===== src/rtl/decod_letras_if.sv =====
// Output stream of decoded letters: FIFO head with valid/ready handshake.
// master = producer (decod_letras), slave = consumer (game logic).
interface decod_letras_if;
    logic [4:0] letra;
    logic       letra_valid;
    logic       letra_ready;
    logic       desconocido;

    modport master (output letra, output letra_valid, output desconocido, input letra_ready);
    modport slave  (input letra, input letra_valid, input desconocido, output letra_ready);
endinterface


===== src/rtl/decod_letras.sv =====
// Decodes debounced 7-segment patterns back to letter indices 0-25 into a small FIFO.
// Optional macro DECOD_DESCONOCIDO_EN: also push unknown stable patterns as index 31.
module decod_letras #(
    parameter int ESTABLE = 4,
    parameter int PROF    = 4
) (
    input  logic                   clk,
    input  logic                   rst_n,
    input  logic [6:0]             seg_in,
    decod_letras_if.master         sal,
    output logic                   desborde,
    output logic [$clog2(PROF):0]  ocupacion
);
    localparam int CW = $clog2(ESTABLE + 1);
    localparam int PW = $clog2(PROF);
    localparam int OW = PW + 1;

    // Letter patterns, A in the least significant slot through Z in the most significant.
    localparam logic [26*7-1:0] PATRONES = {
        7'd73,  7'd110, 7'd112, 7'd29,  7'd62,  7'd28,  7'd120, 7'd109, 7'd80,
        7'd103, 7'd115, 7'd63,  7'd84,  7'd55,  7'd56,  7'd122, 7'd30,  7'd25,
        7'd118, 7'd111, 7'd113, 7'd121, 7'd94,  7'd57,  7'd124, 7'd119
    };

    typedef enum logic [1:0] {VACIO, CONTANDO, RETENIDO} estado_t;

    estado_t         estado_reg;
    logic [6:0]      seg_q;
    logic [6:0]      cand_reg;
    logic [CW-1:0]   cnt_reg;

    logic [25:0]     coincide;
    logic [4:0]      indice;
    logic            estable_hit;
    logic            push;

    genvar gi;
    generate
        for (gi = 0; gi < 26; gi++) begin : g_rom
            assign coincide[gi] = (cand_reg == PATRONES[gi*7 +: 7]);
        end
    endgenerate

    always_comb begin
        indice = 5'd31;
        for (int i = 0; i < 26; i++) begin
            if (coincide[i]) indice = 5'(i);
        end
    end

    assign estable_hit = (estado_reg == CONTANDO) && (cnt_reg == CW'(ESTABLE));

`ifdef DECOD_DESCONOCIDO_EN
    assign push = estable_hit;
`else
    assign push = estable_hit && (indice != 5'd31);
`endif

    always_ff @(posedge clk or negedge rst_n) begin
        if (!rst_n) begin
            seg_q      <= '0;
            cand_reg   <= '0;
            cnt_reg    <= '0;
            estado_reg <= VACIO;
        end else begin
            seg_q <= seg_in;
            case (estado_reg)
                VACIO: begin
                    if (seg_q != 7'd0) begin
                        cand_reg   <= seg_q;
                        cnt_reg    <= CW'(1);
                        estado_reg <= CONTANDO;
                    end
                end
                CONTANDO: begin
                    // The window is complete: the push fires this cycle, whatever seg_q shows now.
                    if (cnt_reg == CW'(ESTABLE)) begin
                        estado_reg <= RETENIDO;
                    end else if (seg_q == 7'd0) begin
                        estado_reg <= VACIO;
                    end else if (seg_q == cand_reg) begin
                        cnt_reg <= cnt_reg + CW'(1);
                    end else begin
                        cand_reg <= seg_q;
                        cnt_reg  <= CW'(1);
                    end
                end
                RETENIDO: begin
                    if (seg_q == 7'd0) begin
                        estado_reg <= VACIO;
                    end else if (seg_q != cand_reg) begin
                        cand_reg   <= seg_q;
                        cnt_reg    <= CW'(1);
                        estado_reg <= CONTANDO;
                    end
                end
                default: estado_reg <= VACIO;
            endcase
        end
    end

    logic [4:0]    mem [PROF];
    logic [PW-1:0] wr_ptr_reg;
    logic [PW-1:0] rd_ptr_reg;
    logic [OW-1:0] ocup_reg;
    logic [4:0]    letra_reg;
    logic          desborde_reg;
    logic          pop;
    logic          lleno;
    logic          escribe;

    assign pop     = (ocup_reg != '0) && sal.letra_ready;
    assign lleno   = (ocup_reg == OW'(PROF));
    assign escribe = push && (!lleno || pop);

    always_ff @(posedge clk) begin
        if (escribe) mem[wr_ptr_reg] <= indice;
    end

    always_ff @(posedge clk or negedge rst_n) begin
        if (!rst_n) begin
            wr_ptr_reg   <= '0;
            rd_ptr_reg   <= '0;
            ocup_reg     <= '0;
            letra_reg    <= '0;
            desborde_reg <= 1'b0;
        end else begin
            if (escribe) wr_ptr_reg <= wr_ptr_reg + PW'(1);
            if (pop)     rd_ptr_reg <= rd_ptr_reg + PW'(1);
            case ({escribe, pop})
                2'b10:   ocup_reg <= ocup_reg + OW'(1);
                2'b01:   ocup_reg <= ocup_reg - OW'(1);
                default: ocup_reg <= ocup_reg;
            endcase
            if (push && lleno && !pop) desborde_reg <= 1'b1;
            // Head register: bypass the new entry when it becomes the head, else prefetch the next slot.
            if (escribe && ((ocup_reg == '0) || (pop && ocup_reg == OW'(1)))) begin
                letra_reg <= indice;
            end else if (pop && ocup_reg > OW'(1)) begin
                letra_reg <= mem[rd_ptr_reg + PW'(1)];
            end
        end
    end

    assign sal.letra       = letra_reg;
    assign sal.letra_valid = (ocup_reg != '0);
`ifdef DECOD_DESCONOCIDO_EN
    assign sal.desconocido = (letra_reg == 5'd31);
`else
    assign sal.desconocido = 1'b0;
`endif
    assign desborde  = desborde_reg;
    assign ocupacion = ocup_reg;
endmodule

===== src/flat_wrapper.sv =====
// flat-port wrapper written by rule: the top's interface ports become plain ports
module decod_letras_flat 
#(
    parameter int ESTABLE = 4,
    parameter int PROF    = 4
)
  (clk, rst_n, seg_in, desborde, ocupacion, sal_letra, sal_letra_valid, sal_desconocido, sal_letra_ready);
  decod_letras_if sal_i ();
  input  logic clk;
  input  logic rst_n;
  input  logic [6:0] seg_in;
  output logic desborde;
  output logic [$clog2(PROF):0] ocupacion;
  output wire logic [$bits(sal_i.letra)-1:0] sal_letra;
  output wire logic [$bits(sal_i.letra_valid)-1:0] sal_letra_valid;
  output wire logic [$bits(sal_i.desconocido)-1:0] sal_desconocido;
  input wire logic [$bits(sal_i.letra_ready)-1:0] sal_letra_ready;
  assign sal_letra = sal_i.letra;
  assign sal_letra_valid = sal_i.letra_valid;
  assign sal_desconocido = sal_i.desconocido;
  assign sal_i.letra_ready = sal_letra_ready;
  decod_letras #(.ESTABLE(ESTABLE), .PROF(PROF)) u_core (.clk(clk), .rst_n(rst_n), .seg_in(seg_in), .sal(sal_i), .desborde(desborde), .ocupacion(ocupacion));
endmodule

===== config.mk =====
export PLATFORM = sky130hd
export DESIGN_NAME = decod_letras_flat
export DESIGN_NICKNAME = d
export VERILOG_FILES = /design/src/rtl/decod_letras_if.sv /design/src/rtl/decod_letras.sv /design/src/flat_wrapper.sv
export SDC_FILE = /design/constraint.sdc
export NUM_CORES = 1
export LEC_CHECK = 0
export ABC_AREA = 1
export ABC_CLOCK_PERIOD_IN_PS = 6450
export BUFFER_PORTS_ARGS = -buffer_cell sky130_fd_sc_hd__buf_2
export CORE_MARGIN = 2
export CORE_UTILIZATION = 64
export DETAILED_ROUTE_END_ITERATION = 6
export PLACE_DENSITY_LB_ADDON = 0.3
export SYNTH_ARGS = -nofsm -noshare
export SYNTH_HDL_FRONTEND = slang
export SYNTH_SLANG_ARGS = --single-unit

===== constraint.sdc =====
create_clock -name clk -period 6.45 [get_ports clk]
set_input_delay 1.935 -clock clk [delete_from_list [all_inputs] [get_ports clk]]
set_output_delay 1.935 -clock clk [all_outputs]
set_load 0.01 [all_outputs]

==> results.toml, run 1 <==
[status]
outcome = "completed"

[route]
remaining_drc_errors = 0
via_per_inst = 5.48
vias = 2230
ant_nets = 0
totalWireLength_um = 5500
drtIter0Drc = 102
dr.pass1.iters = 5
wl_per_cell_um = 13.5

[final_layout]
stdcell_area_um2 = 3110
antenna_cells = 0
fin_nets = 375
utilization = 0.720
n_fill_cell = 330
drive_gt1_frac = 0.166
largest_reg_flops = 20
area_growth_pct = 8.50

[setup_path]
critPathRequiredTime_ns = 4.51
rr_startpoint = "u_core.cand_reg[2]"
worstPathMaxFanout = 6
critical_path_class = "reg -> out"
rr_endpoint = "u_core.ocupacion[2]"
ff2ff_path_depth = 14
crit_start = "u_core.ocupacion[0]"
startpoint_type = "flop"
cp.arrival_ns = 1.30
worst_setup_path_end_kind = "output port"
regToRegSetupSlack_ns = 3.89
crit_end = "sal_letra_valid"

[grt]
grt_overflow_total = 0
grt_max_degree = 33
use_met3 = 0.0328
use_met2 = 0.456
top_usage_layer = "met2"
grt_pass1_vias = 2244
grt_pass1_wl_um = 9720
grt.total_usage = 0.245
grtUsageMet1 = 0.284
antenna_found_initial = 0

[run]
drv_cap = 0

[clock_network]
cts_tree = "done"
ctsHtreeMaxLevel = 2
cts_hold_buf = 0
cts.sinks = 52
cts.path.max_buffers = 2
cts_resized = 0
root_buffer = "clkbuf_8"
path_clk_slew_ns = 0.09
cts_made_buffers = 5
cts_setup_buffers = 0
insertion_delay_ns = 0.30

[timing]
relSlewSlack = 0.456
finalMaxSlewViolations = 0
min_period_ns = 3.24
setup_viol = 0
worst_pin_slew_ns = 0.813
max_freq_mhz = 309
fin_tns_setup_ns = 0
hold_violations = 0
rsz0062_at_grt = "no"
fin_worst_skew_ns = 0.00923
fin_crit_sh = 0.502

[floorplanning]
num_io_pins = 21
start_util = 0.663
die_w_um = 71.0
rows = 24
die_h_um = 71.0
dieArea_um2 = 5030
core-area_um2 = 4320

[yosys]
synth_most_common_cell = "nand2_1"
synth_cells = 331
synth_cell_type_count = 33
synth_ff_type = "dfrtp_1"
ys_seq_area_frac = 0.488
ys_top_cells_by_area = "dfrtp_1 28%, edfxtp_1 21%, nand2_1 10%"
synth-seq-cells = 52
synth_async_sr_flop_share = 0.615
synth_edf_count = 20
syn-num-nets = 352
avgSynthCellArea_um2 = 8.67
synth.largest_area_cell = "dfrtp_1"
synth_top_area_frac = 0.279
synth_common_cells = "77 x nand2_1, 42 x inv_1, 38 x nor2_1"
synth_area_um2 = 2870
yosysWarnings = 0

[hold_path]
hold_path.class = "reg -> reg"

[power_and_ir_drop]
p_leak_nw = 1.55
power.density_nw_per_um2 = 299
peakVddDrop_mv = 0.166

[place]
io_buffer_count = 19
place_hpwl_um = 4200
placed_area_um2 = 3010
place_congestion = 0.859
worst min path at each step:
stage / startpoint / endpoint / slack [ns] / cells after the start
2_1_floorplan: u_core.cnt_reg[0] / u_core.cnt_reg[0] / 0.49 / 1
3_5_place_dp: u_core.sal.letra[2] / u_core.sal.letra[2] / 0.46 / 2
4_1_cts: u_core.sal.letra[2] / u_core.sal.letra[2] / 0.48 / 2
6_report: u_core.sal.letra[2] / u_core.sal.letra[2] / 0.48 / 2
5_1_grt: u_core.sal.letra[2] / u_core.sal.letra[2] / 0.51 / 2
3_3_place_gp: u_core.sal.letra[2] / u_core.sal.letra[2] / 0.45 / 2
cell type report:
cell class                 instances  area [um^2]  share of cell area
clock buffer                       8          101              0.0326
inverter                          49          185              0.0595
multi-input combinational        227         1260               0.406
sequential                        52         1400               0.450
tap                               52         65.1              0.0209
timing repair buffer              19         95.1              0.0305
routing by layer:
metal	wire length, um	share of wire
met2	2930	0.53
met1	2300	0.42
met3	188	0.034
met4	76	0.014
met5	0	0
cells by family (layout without fill, tap and decap cells):
family,Yosys count,after routing,share of synthesized area
adders and majority gates,11,11,0.0480
buffers and inverters,52,76,0.0706
AOI/OAI and AO/OA,31,31,0.0667
and+or+nand+nor,173,173,0.291
other,1,1,0.00131
xor gates and xnor gates,11,11,0.0336
DFF,52,52,0.488
power by group:
group | switching [mW] | internal, mW
logic | 0.187 | 0.115
clock network | 0.103 | 0.101
registers | 0.0417 | 0.384
per-stage QoR:
| step | power, mW | hold slack (ns) | setup slack (ns) | cells |
|---|---|---|---|---|
| floorplan | 0.643 | 0.486 | 3.32 | 331 |
| global placement | 0.717 | 0.453 | 3.15 | 399 |
| detailed placement | 0.736 | 0.463 | 3.09 | 399 |
| CTS | 0.935 | 0.485 | 3.20 | 407 |
| global route | 0.994 | 0.515 | 3.09 | 407 |
| finish | 0.932 | 0.483 | 3.21 | 407 |
critical path: stages (launching register included):
cell	delay [ns]
dfrtp_1	0.47
inv_1	0.10
ha_1	0.22
nand2_1	0.09
buf_2	0.13
cells in the final DEF, fill, tap and decap left out, drive strengths merged:
master | Yosys | final
nand2 | 83 | 83
nor2 | 51 | 51
inv | 48 | 48
dfrtp | 32 | 32
nand3 | 23 | 23
edfxtp | 20 | 20
buf | 3 | 19
o21ai | 15 | 15
ha | 11 | 11
xor2 | 9 | 9
nor3 | 8 | 8
clkbuf | 0 | 8
nand4 | 6 | 6
a22oi | 4 | 4
a21oi | 3 | 3
a22o | 3 | 3
nor4 | 2 | 2
o22ai | 2 | 2
xnor2 | 2 | 2
clkinv | 1 | 1
o21bai | 1 | 1
a221oi | 1 | 1
a31o | 1 | 1
o31ai | 1 | 1
conb | 1 | 1
No activity file was read; power rests on OpenSTA's default activity.
==> run 2: changes to the inputs <==
Settings changed: ABC_CLOCK_PERIOD_IN_PS 6450 to 2700, CORE_UTILIZATION 64 to 54.
Clock period 6.45 ns to 2.7 ns, I/O delays scaled along.
==> run 2 against run 1 <==
Cell area increased by 1.3%; clock power increased by 120%; die area rose by 17%; critical endpoint is now u_core.ocupacion[2]; sequential share of layout area is 0.55 points lower; combinational power grew 140%; register-to-register slack worse by 3.7 ns.
==> results.toml, run 2 (synthesis gave the netlist of run 1 again) <==
[route]
remaining_drc_errors = 0
totalWireLength_um = 5660
ant_nets = 0
wl_per_cell_um = 13.2
drtIter0Drc = 174
via_per_inst = 5.15
vias = 2204
dr.pass1.iters = 4

[timing]
setup_viol = 0
max_freq_mhz = 404
finalMaxSlewViolations = 0
rsz0062_at_grt = "no"
fin_crit_sh = 0.916
hold_violations = 0
fin_worst_skew_ns = 0.0113
relSlewSlack = 0.517
min_period_ns = 2.47
worst_pin_slew_ns = 0.724
fin_tns_setup_ns = 0

[grt]
grt_max_degree = 33
grt_pass1_vias = 2175
grt.total_usage = 0.213
grt_pass1_wl_um = 9870
grt_overflow_total = 0
antenna_found_initial = 0

[clock_network]
cts.path.max_buffers = 2
ctsHtreeMaxLevel = 2
cts_tree = "done"
cts_hold_buf = 0
root_buffer = "clkbuf_8"
cts_made_buffers = 5
path_clk_slew_ns = 0.10
cts.sinks = 52
insertion_delay_ns = 0.31

[final_layout]
area_growth_pct = 9.94
final_common_cell = "nand2_1"
largest_reg_flops = 20
n_fill_cell = 456
fin_cells = 428
utilization = 0.618
drive_gt1_frac = 0.184
fin_nets = 378
antenna_cells = 0
layout_common_cells = "77 x nand2_1, 42 x inv_1, 38 x nor2_1, 31 x dfrtp_1, 20 x edfxtp_1"

[setup_path]
ff2ff_path_depth = 14
worst_setup_path_end_kind = "flop"
regToRegSetupSlack_ns = 0.23
worstPathBufferInverterCount = 2
critPathRequiredTime_ns = 2.91
cpPeakStageDelay_ns = 0.43
cp.depth = 14
critical_path_class = "reg -> reg"
startpoint_type = "flop"
worstPathMaxFanout = 9
crit_slowest_cell = "dfrtp_1"
crit_chain = "nand2_1 > inv_1 > nand2_1 > nor2_1 > a21oi_1 > nand3_1 > nor2_2 > nand3_4 > nand3_4 > ha_1 > nor2_1 > o21ai_0 > xor2_1 > inv_1"
cp.arrival_ns = 2.68
crit_family = "simple AND/OR/NAND/NOR gates"

[power_and_ir_drop]
peakVddDrop_mv = 0.412
power.total_mw = 2.19
p_leak_nw = 1.56
power.density_nw_per_um2 = 695

[status]
outcome = "completed"

[floorplanning]
dieArea_um2 = 5910
die_w_um = 76.9
die_h_um = 76.9
num_io_pins = 21
rows = 26
core-area_um2 = 5110
start_util = 0.562

[run]
drv_cap = 0

[hold_path]
hold_path.class = "reg -> reg"
min_path_cells = 2

[place]
place_hpwl_um = 4350
place_congestion = 0.961
io_buffer_count = 19
placed_cells = 420
run 2: worst min-delay path, cell delays in order, from the launching register on:
cell and delay (ns):
dfrtp_1 0.36, nand2_1 0.05, nand2_1 0.05
run 2: report_power, final:
part | internal, mW | switching, mW | leakage, nW | total, mW
registers | 0.918 | 0.104 | 0.551 | 1.02
clock network | 0.186 | 0.257 | 0.0485 | 0.443
logic | 0.283 | 0.446 | 0.959 | 0.730
run 2: per-layer routing:
| metal | share of wire | GRT usage |
|---|---|---|
| met5 | 0 | 0 |
| met4 | 0.031 | 0.0982 |
| met3 | 0.036 | 0.0341 |
| met2 | 0.50 | 0.367 |
| met1 | 0.44 | 0.263 |
run 2: final timing paths:
check	from	endpoint
min in group asynchronous	rst_n	u_core.ocupacion[0]
max in group asynchronous	rst_n	u_core.cand_reg[6]
worst max-delay path	u_core.cand_reg[3]	u_core.ocupacion[2]
worst min register to register	u_core.sal.letra[4]	u_core.sal.letra[4]
worst min-delay path	u_core.sal.letra[4]	u_core.sal.letra[4]
worst max register to register	u_core.cand_reg[3]	u_core.ocupacion[2]
run 2: what timing repair did:
action                     in CTS  in global routing
setup endpoints to repair       0                  1
resized for setup               0                  2
buffers inserted                0                  0
run 2: cell type report:
class / instances / area (um^2) / area share
clock buffers: 5 / 68.8 / 0.0218
well taps: 70 / 87.6 / 0.0278
multi-input cells: 227 / 1270 / 0.403
inverters: 49 / 185 / 0.0587
flip-flops and latches: 52 / 1400 / 0.445
clock inverters: 3 / 22.5 / 0.00714
repair buffers: 22 / 118 / 0.0373
run 2: stage by stage:
step / area [um^2] / hold slack (ns) / setup slack [ns]
final: 3150 / 0.490 / 0.227
after detailed placement: 3060 / 0.461 / 0.215
after CTS: 3150 / 0.494 / 0.201
after global placement: 3060 / 0.457 / 0.182
after global routing: 3150 / 0.534 / 0.00468
after floorplan: 2870 / 0.486 / 0.483
